===== config.mk =====
export PLATFORM = sky130hd
export DESIGN_NAME = csum_stream_ctrl
export DESIGN_NICKNAME = d
export VERILOG_FILES = /design/src/rtl/csum_pkg.sv /design/src/rtl/csum_add3_fold.sv /design/src/rtl/csum_stream_ctrl.sv
export SDC_FILE = /design/constraint.sdc
export NUM_CORES = 1
export LEC_CHECK = 0
export ABC_CLOCK_PERIOD_IN_PS = 9800
export BUFFER_PORTS_ARGS = -buffer_cell sky130_fd_sc_hd__buf_2
export CAP_MARGIN = 10
export CORE_MARGIN = 1.5
export CORE_UTILIZATION = 59
export CTS_BUF_LIST = sky130_fd_sc_hd__clkbuf_8
export CTS_CLUSTER_SIZE = 10
export DETAILED_ROUTE_END_ITERATION = 8
export PLACE_DENSITY_LB_ADDON = 0.15
export SLEW_MARGIN = 20
export SYNTH_ARGS = -nofsm -noshare
export SYNTH_HDL_FRONTEND = slang
export SYNTH_SLANG_ARGS = --single-unit

===== constraint.sdc =====
create_clock -name clk -period 9.8 [get_ports clk]
set_input_delay 1.96 -clock clk [delete_from_list [all_inputs] [get_ports clk]]
set_output_delay 1.96 -clock clk [all_outputs]
set_load 0.01 [all_outputs]

===== src/rtl/csum_pkg.sv =====
// Shared definitions for the streaming ones-complement checksum controller.
package csum_pkg;

    localparam int unsigned CSUM_W        = 16;
    localparam int unsigned DATA_W        = 32;
    localparam int unsigned MAX_WORDS_DEF = 375;  // 1500-byte packet of 32-bit words

    typedef enum logic [1:0] {
        StIdle  = 2'd0,
        StAccum = 2'd1,
        StDone  = 2'd2
    } csum_state_e;

endpackage


===== src/rtl/csum_add3_fold.sv =====
// Combinational 3-term ones-complement add: acc + hi + lo with double end-around fold.
// The result never carries a pending carry; 16'hFFFF is returned as-is.
module csum_add3_fold
    import csum_pkg::*;
(
    input  logic [CSUM_W-1:0] acc_i,
    input  logic [CSUM_W-1:0] hi_i,
    input  logic [CSUM_W-1:0] lo_i,
    output logic [CSUM_W-1:0] sum_o
);

    logic [CSUM_W+1:0] s;
    logic [CSUM_W:0]   f1;

    // Three 16-bit terms fit in 18 bits; two folds absorb every carry.
    always_comb begin
        s     = {2'b00, acc_i} + {2'b00, hi_i} + {2'b00, lo_i};
        f1    = {1'b0, s[CSUM_W-1:0]} + {{(CSUM_W-1){1'b0}}, s[CSUM_W+1:CSUM_W]};
        sum_o = f1[CSUM_W-1:0] + {{(CSUM_W-1){1'b0}}, f1[CSUM_W]};
    end

endmodule


===== src/rtl/csum_stream_ctrl.sv =====
// Streaming Internet checksum sequencer: folds 32-bit words into a ones-complement
// accumulator and presents ~sum on a valid/ready result port.
// Optional: define CSUM_STREAM_VERIFY_EN to add out_ok (final sum == 16'hFFFF).
module csum_stream_ctrl
    import csum_pkg::*;
#(
    parameter int unsigned MAX_WORDS = MAX_WORDS_DEF,
    parameter int unsigned CNT_W     = 16
) (
    input  logic              clk,
    input  logic              rst,
    input  logic              in_valid,
    output logic              in_ready,
    input  logic [DATA_W-1:0] in_data,
    input  logic              in_last,
    output logic              out_valid,
    input  logic              out_ready,
    output logic [CSUM_W-1:0] out_checksum,
    output logic              out_err,
`ifdef CSUM_STREAM_VERIFY_EN
    output logic              out_ok,
`endif
    output logic [CNT_W-1:0]  word_count,
    output logic              busy
);

    csum_state_e       state_q;
    logic [CSUM_W-1:0] acc_q;
    logic [CSUM_W-1:0] acc_d;
    logic [CNT_W-1:0]  cnt_q;
    logic              out_valid_q;
    logic [CSUM_W-1:0] out_checksum_q;
    logic              out_err_q;
`ifdef CSUM_STREAM_VERIFY_EN
    logic              out_ok_q;
`endif

    logic accept;
    logic at_limit;

    csum_add3_fold u_fold (
        .acc_i (acc_q),
        .hi_i  (in_data[31:16]),
        .lo_i  (in_data[15:0]),
        .sum_o (acc_d)
    );

    // Handshake and terminal-word decode from current state.
    always_comb begin
        in_ready = (state_q != StDone);
        busy     = (state_q != StIdle);
        accept   = in_valid && in_ready;
        at_limit = (cnt_q == CNT_W'(MAX_WORDS - 1));
    end

    // Packet FSM with registered result outputs.
    always_ff @(posedge clk) begin
        if (rst) begin
            state_q        <= StIdle;
            acc_q          <= '0;
            cnt_q          <= '0;
            out_valid_q    <= 1'b0;
            out_checksum_q <= '0;
            out_err_q      <= 1'b0;
`ifdef CSUM_STREAM_VERIFY_EN
            out_ok_q       <= 1'b0;
`endif
        end else begin
            unique case (state_q)
                StIdle, StAccum: begin
                    if (accept) begin
                        acc_q <= acc_d;
                        if (cnt_q != CNT_W'(MAX_WORDS)) begin
                            cnt_q <= cnt_q + 1'b1;
                        end
                        if (in_last || at_limit) begin
                            state_q        <= StDone;
                            out_valid_q    <= 1'b1;
                            out_checksum_q <= ~acc_d;
                            // Overflow only when the limit, not in_last, ended the packet.
                            out_err_q      <= !in_last;
`ifdef CSUM_STREAM_VERIFY_EN
                            out_ok_q       <= (acc_d == 16'hFFFF);
`endif
                        end else begin
                            state_q <= StAccum;
                        end
                    end
                end
                StDone: begin
                    if (out_ready) begin
                        state_q     <= StIdle;
                        acc_q       <= '0;
                        cnt_q       <= '0;
                        out_valid_q <= 1'b0;
                        out_err_q   <= 1'b0;
`ifdef CSUM_STREAM_VERIFY_EN
                        out_ok_q    <= 1'b0;
`endif
                    end
                end
                default: state_q <= StIdle;
            endcase
        end
    end

    assign out_valid    = out_valid_q;
    assign out_checksum = out_checksum_q;
    assign out_err      = out_err_q;
    assign word_count   = cnt_q;
`ifdef CSUM_STREAM_VERIFY_EN
    assign out_ok       = out_ok_q;
`endif

endmodule


==> summary.md, run 1 <==
| Metric | Value |
|---|---|
| Mean post-synth cell area | `between 7 and 8 µm²` |
| Clock sinks | `52` |
| HPWL Detailed | `approximately 9 mm` |
| DR vias | `approximately 4400` |
| CTS Buf Count | `5` |
| WP buf/inv | `1` |
| WL met1 | `between 5 and 6 mm` |
| Fmax | `~120 MHz` |
| Netlist cell types | `72` |
| Setup repair after global routing missed its margin | `false` |
| Max_cap viols | `0` |
| Slew margin rel. | `between 50% and 60%` |
| Final #Nets | `a little over 700` |
| Period utilization | `between 80 and 90%` |
| Worst path slowest cell | `o41a_1` |
| Port-buffer cells | `~70` |
| Crit path to | `out_checksum[14]` |
| Die Ht | `~91 µm` |
| Critical Path AT | `8860 ps` |
| Reg2reg path depth | `33` |
| # IOs | `73` |
| WL/cell | `about 16 µm` |
| FFs w/ async S/R, synth | `0%` |
| CP endpoint kind | `flip-flop` |
| Largest net degree at the start of global routing | `43` |
| Deepest clock path buffer count | `2` |
| Ratio of cells with drive above 1 in the final layout | `~18%` |
| Detailed Route Iter0 Violations | `between 200 and 250` |
| Worst Path Class, Setup | `input pin to flip-flop` |
| First-pass GRT wire length | `~20 mm` |
| Commonest non-fill, non-tap cell in the layout | `nor2_1` |
| TritonCTS clock tree | `built` |
| Initial core utilization | `about three fifths` |
| Max Slew Vio Count | `0` |
| Synth Cell Area | `between 0.004 and 0.005 mm²` |
| Postcts setup bufs | `0` |
| Uppermost routed layer | `met4` |
| CP Launch Type | `input pin` |
| Setup crit start | `in_data[17]` |
| Hold crit path type | `flip-flop to flip-flop` |
| Synthesis Warnings | `0` |
| Largest family of logic cells by synthesized area | `simple AND/OR/NAND/NOR gates` |
| Met2 routed WL | `approximately 5.8 mm` |
| Post-synth EDFFs | `0` |
| Status | `completed` |
| Worst r2r dst | `out_checksum[14]` |
| Post-Syn Instances | `between 500 and 600` |
| # H-tree levels | `2` |
| Min Clock Period, post-route | `approximately 8700 ps` |
| Mux contribution to synthesized area | `under 10%` |
| GP Congestion | `between 0.8 and 0.9` |
| Post-synthesis compound-gate area fraction | `around a quarter` |
| Critical path depth | `32` |
| Filler Cell Count | `between 600 and 700` |
| GR Overflow Total | `0` |
| Num rows | `31` |
| WL final | `approximately 12 mm` |
| Worst Tran Pin Value | `712 ps` |
| Met3 wire length | `slightly below 500 µm` |
| N_diodes | `0` |
| # hold bufs at CTS | `0` |
| Root buffer cell | `clkbuf_8` |
| CP peak stage delay | `between 400 and 500 ps` |
| Critical path's top delay family | `compound AO/OA/AOI/OAI gates` |
| R2R setup slack | `around 2600 ps` |
| Post_cts resized | `0` |
| Post-Synth Simple-Gate Area | `roughly a quarter` |
| Clock skew | `9.31 ps` |
| Setup TNS | `0 ps` |
| Post-DRT Antenna Nets | `0` |
| Crit Reg-Reg Startpoint | `acc_q[0]` |
| Die W | `about 91 µm` |
| Die area | `0.00824 mm²` |
| GRT Util Overall | `between 20 and 30%` |
| Final Hold Fails | `0` |
| Critical path peak fanout | `8` |
| Crit path top cell by count | `ha_1` |
| Syn_nets | `around 650` |
| Post-synthesis adder-cell area fraction | `11.8%` |
| Number of global-route vias before repair | `~4200` |
| DRC violations left | `0` |
| 1st-pass router iterations | `5` |
| Most frequently used flop master after synthesis | `dfxtp_1` |
| Most frequent cells in the layout | `nor2_1 (73), buf_2 (72), dfxtp_1 (52)` |
| Worst EP required | `10010 ps` |
| Core area | `approximately 0.0074 mm²` |
| Synth Area in XOR/XNOR | `10.1%` |
| Post-synthesis register bit count | `52` |
| Antenna violations before repair | `0` |
| Final setup vio count | `0` |
| Synth-to-layout area growth | `11.8%` |
| Worst-path clk slew | `about 90 ps` |
| Skew-Pair Late Insertion Delay | `about 310 ps` |
| Post-synthesis sequential area ratio | `22.9%` |
| Via/cell ratio | `6.00` |
-- kinds of logic (layout without fill, tap and decap cells) --
| kind of cell | count (synthesis) | in the layout |
|---|---|---|
| AOI/OAI and AO/OA | 151 | 151 |
| xor gates and xnor gates | 51 | 51 |
| adders and majority gates | 41 | 41 |
| buffers and inverters | 41 | 105 |
| DFF | 52 | 52 |
| muxes | 7 | 7 |
| and+or+nand+nor | 226 | 226 |
-- metrics by stage --
stage	hold WS [ps]	instance area, µm²	instances	utilization, %	setup slack (ps)
global placement	461	4970	724	67.5	1300
global route	512	5080	732	69.0	522
finish	492	5080	732	69.0	1140
detailed placement	472	4970	724	67.5	997
floorplan	439	4550	569	-	2000
CTS	482	5080	732	69.0	1270
-- cells in the mapped netlist, drive strengths merged (12+ instances only) --
master	n	area share (%)
xnor2	30	5.8
nor2	73	6.0
a211oi	13	2.8
o21ai	28	3.1
xor2	20	3.9
nand3	26	3.1
a21o	13	2.1
a21oi	35	4.1
clkbuf	12	0.99
and3	17	2.4
nand2	37	3.1
nor3	14	1.8
inv	22	1.8
dfxtp	52	23
nor2b	14	2.1
ha	38	10
a22oi	12	2.0
-- state kept, by name, summed over array words and instances, names as in the netlist --
register,flops
out_err,1
acc_q,16
word_count,16
state_q,2
out_checksum,16
out_valid,1
-- final cells by class --
class                           instances  area (µm²)  area share (%)
Sequential cell                        52        1040            20.5
Tap cell                               99         124            2.44
Timing Repair Buffer                   75         383            7.53
Clock inverter                          3        42.5           0.837
Inverter                               22        82.6            1.62
Multi-Input combinational cell        476        3340            65.7
Clock buffer                            5        68.8            1.35
-- how the worst min path moves through the flow --
stage | startpoint | to | depth (start not counted)
detailed placement | state_q[1] | state_q[0] | 1
finish | state_q[1] | state_q[0] | 1
global placement | state_q[1] | state_q[0] | 1
global route | state_q[1] | state_q[0] | 1
floorplan | state_q[1] | state_q[0] | 1
CTS | state_q[1] | state_q[0] | 1
-- metal layers --
layer	GRT usage (%)	up-vias
met3	3.70	28
met2	51.5	129
met1	36.2	2028
met5	0	-
met4	8.33	0
li1	-	2208
Power of run 1 is not shown: default switching activity piles up to over one toggle a cycle in this logic, so the estimate is an artifact.
==> run 2: changes to the inputs <==
- ABC_CLOCK_PERIOD_IN_PS: 9800 -> 10800
- CORE_UTILIZATION: 59 -> 34
- clock period: 9.8 -> 10.8 ns (I/O delays scaled with it)
==> run 2 against run 1 <==
  * Global-route usage is 11 points lower
  * Non-clock buffer count did not move
  * Final area increased by 2.4%
  * Setup slack improved by 880 ps
  * Utilization is 29 points lower
  * Die area increased by 71%
==> summary.md, run 2 (synthesis results as in run 1) <==
| Metric | Value |
|---|---|
| GRT Util Overall | `around 18%` |
| First-pass GRT wire length | `just over 20 mm` |
| CP peak stage delay | `around 440 ps` |
| Fin Hold WS | `about 490 ps` |
| # hold bufs at CTS | `0` |
| Final Hold Fails | `0` |
| # IOs | `between 70 and 80` |
| CP Launch Type | `input pin` |
| Largest net degree at the start of global routing | `43` |
| Ratio of cells with drive above 1 in the final layout | `18.2%` |
| N_diodes | `0` |
| Via/cell ratio | `approximately 5.3` |
| Critical path's top delay family | `compound AO/OA/AOI/OAI gates` |
| DRC violations left | `0` |
| Final Non-Filler Cells | `a little over 800` |
| Worst-path clk slew | `between 100 and 150 ps` |
| Die area | `about 0.014 mm²` |
| Final setup vio count | `0` |
| DR vias | `4322` |
| 1st-pass router iterations | `4` |
| Clock sinks | `between 50 and 60` |
| Critical path peak fanout | `8` |
| Skew-Pair Late Insertion Delay | `between 300 and 400 ps` |
| Period utilization | `81.2%` |
| Post-DRT Antenna Nets | `0` |
| Root buffer cell | `clkbuf_8` |
| WL/cell | `15.8 µm` |
| GP Congestion | `0.898` |
| Most frequent cells in the layout | `nor2_1 (73), buf_2 (72), dfxtp_1 (52)` |
| Antenna violations before repair | `0` |
| GR Overflow Total | `0` |
| Hold crit path type | `flip-flop to flip-flop` |
| Worst Tran Pin Value | `765 ps` |
| Cell Count Post-Placement | `about 800` |
| Fmax | `114 MHz` |
| WP buf/inv | `2` |
| Post_cts resized | `0` |
| Max Slew Vio Count | `0` |
| Synth-to-layout area growth | `14.5%` |
| Initial core utilization | `approximately 35%` |
| Deepest clock path buffer count | `2` |
| Final #Nets | `approximately 700` |
| Port-buffer cells | `72` |
| CTS Buf Count | `5` |
| Core area | `between 0.01 and 0.015 mm²` |
| TritonCTS clock tree | `built` |
| Postcts setup bufs | `0` |
| Die W | `roughly 120 µm` |
| Number of global-route vias before repair | `4055` |
| Setup repair after global routing missed its margin | `false` |
| Status | `completed` |
| Worst Path Class, Setup | `input pin to flip-flop` |
| CP endpoint kind | `flip-flop` |
| Die Ht | `around 120 µm` |
| Worst path slowest cell | `a211oi_1` |
| Num rows | `42` |
| Setup TNS | `0 ps` |
| HPWL Detailed | `approximately 10 mm` |
| Finished Core Util | `between 30% and 40%` |
| Clock skew | `roughly 12 ps` |
| Max_cap viols | `0` |
| Detailed Route Iter0 Violations | `254` |
| Min Clock Period, post-route | `approximately 8800 ps` |
| Commonest non-fill, non-tap cell in the layout | `nor2_1` |
| Critical Path AT | `approximately 9000 ps` |
| Slew margin rel. | `49.0%` |
| WL final | `roughly 13 mm` |
| Worst EP required | `around 11000 ps` |
| # H-tree levels | `2` |
-- run 2: cell types whose count changed in the layout (fill, tap and decap cells not counted) --
cell	before	now
bufinv_16	1	2
inv_1	23	22
-- run 2: final cells by class --
type,instances,area [µm²]
fill,1398,7930
multi-input combinational,476,3340
sequential,52,1040
timing repair buffer,75,383
tap,176,220
inverter,22,82.6
clock buffer,5,68.8
clock inverter,3,68.8
-- run 2: path summary, 6_finish.rpt --
path / cells past startpoint / startpoint / slack, ps / end
hold reg to reg: 1 / state_q[1] / 490 / state_q[0]
setup reg to reg: 33 / acc_q[0] / 3600 / out_checksum[12]
hold / removal: 1 / state_q[1] / 490 / state_q[0]
setup / recovery: 34 / in_data[16] / 2030 / out_checksum[12]
-- run 2: layer usage --
layer	up-vias	global-route usage (%)	part of all wire, %
li1	2209	-	-
met1	2041	24.1	48
met2	68	31.5	49
met3	4	2.08	2.7
met4	0	2.26	0.38
met5	-	0	0
-- run 2: through the flow --
| stage | worst slack (ps) | area [µm²] |
|---|---|---|
| final | 2030 | 5210 |
| after global routing | 1280 | 5210 |
| after CTS | 2080 | 5210 |
| after detailed placement | 1780 | 5070 |
| after global placement | 1940 | 5070 |
| after floorplan | 2800 | 4550 |
Power of run 2 is left out for the same reason.
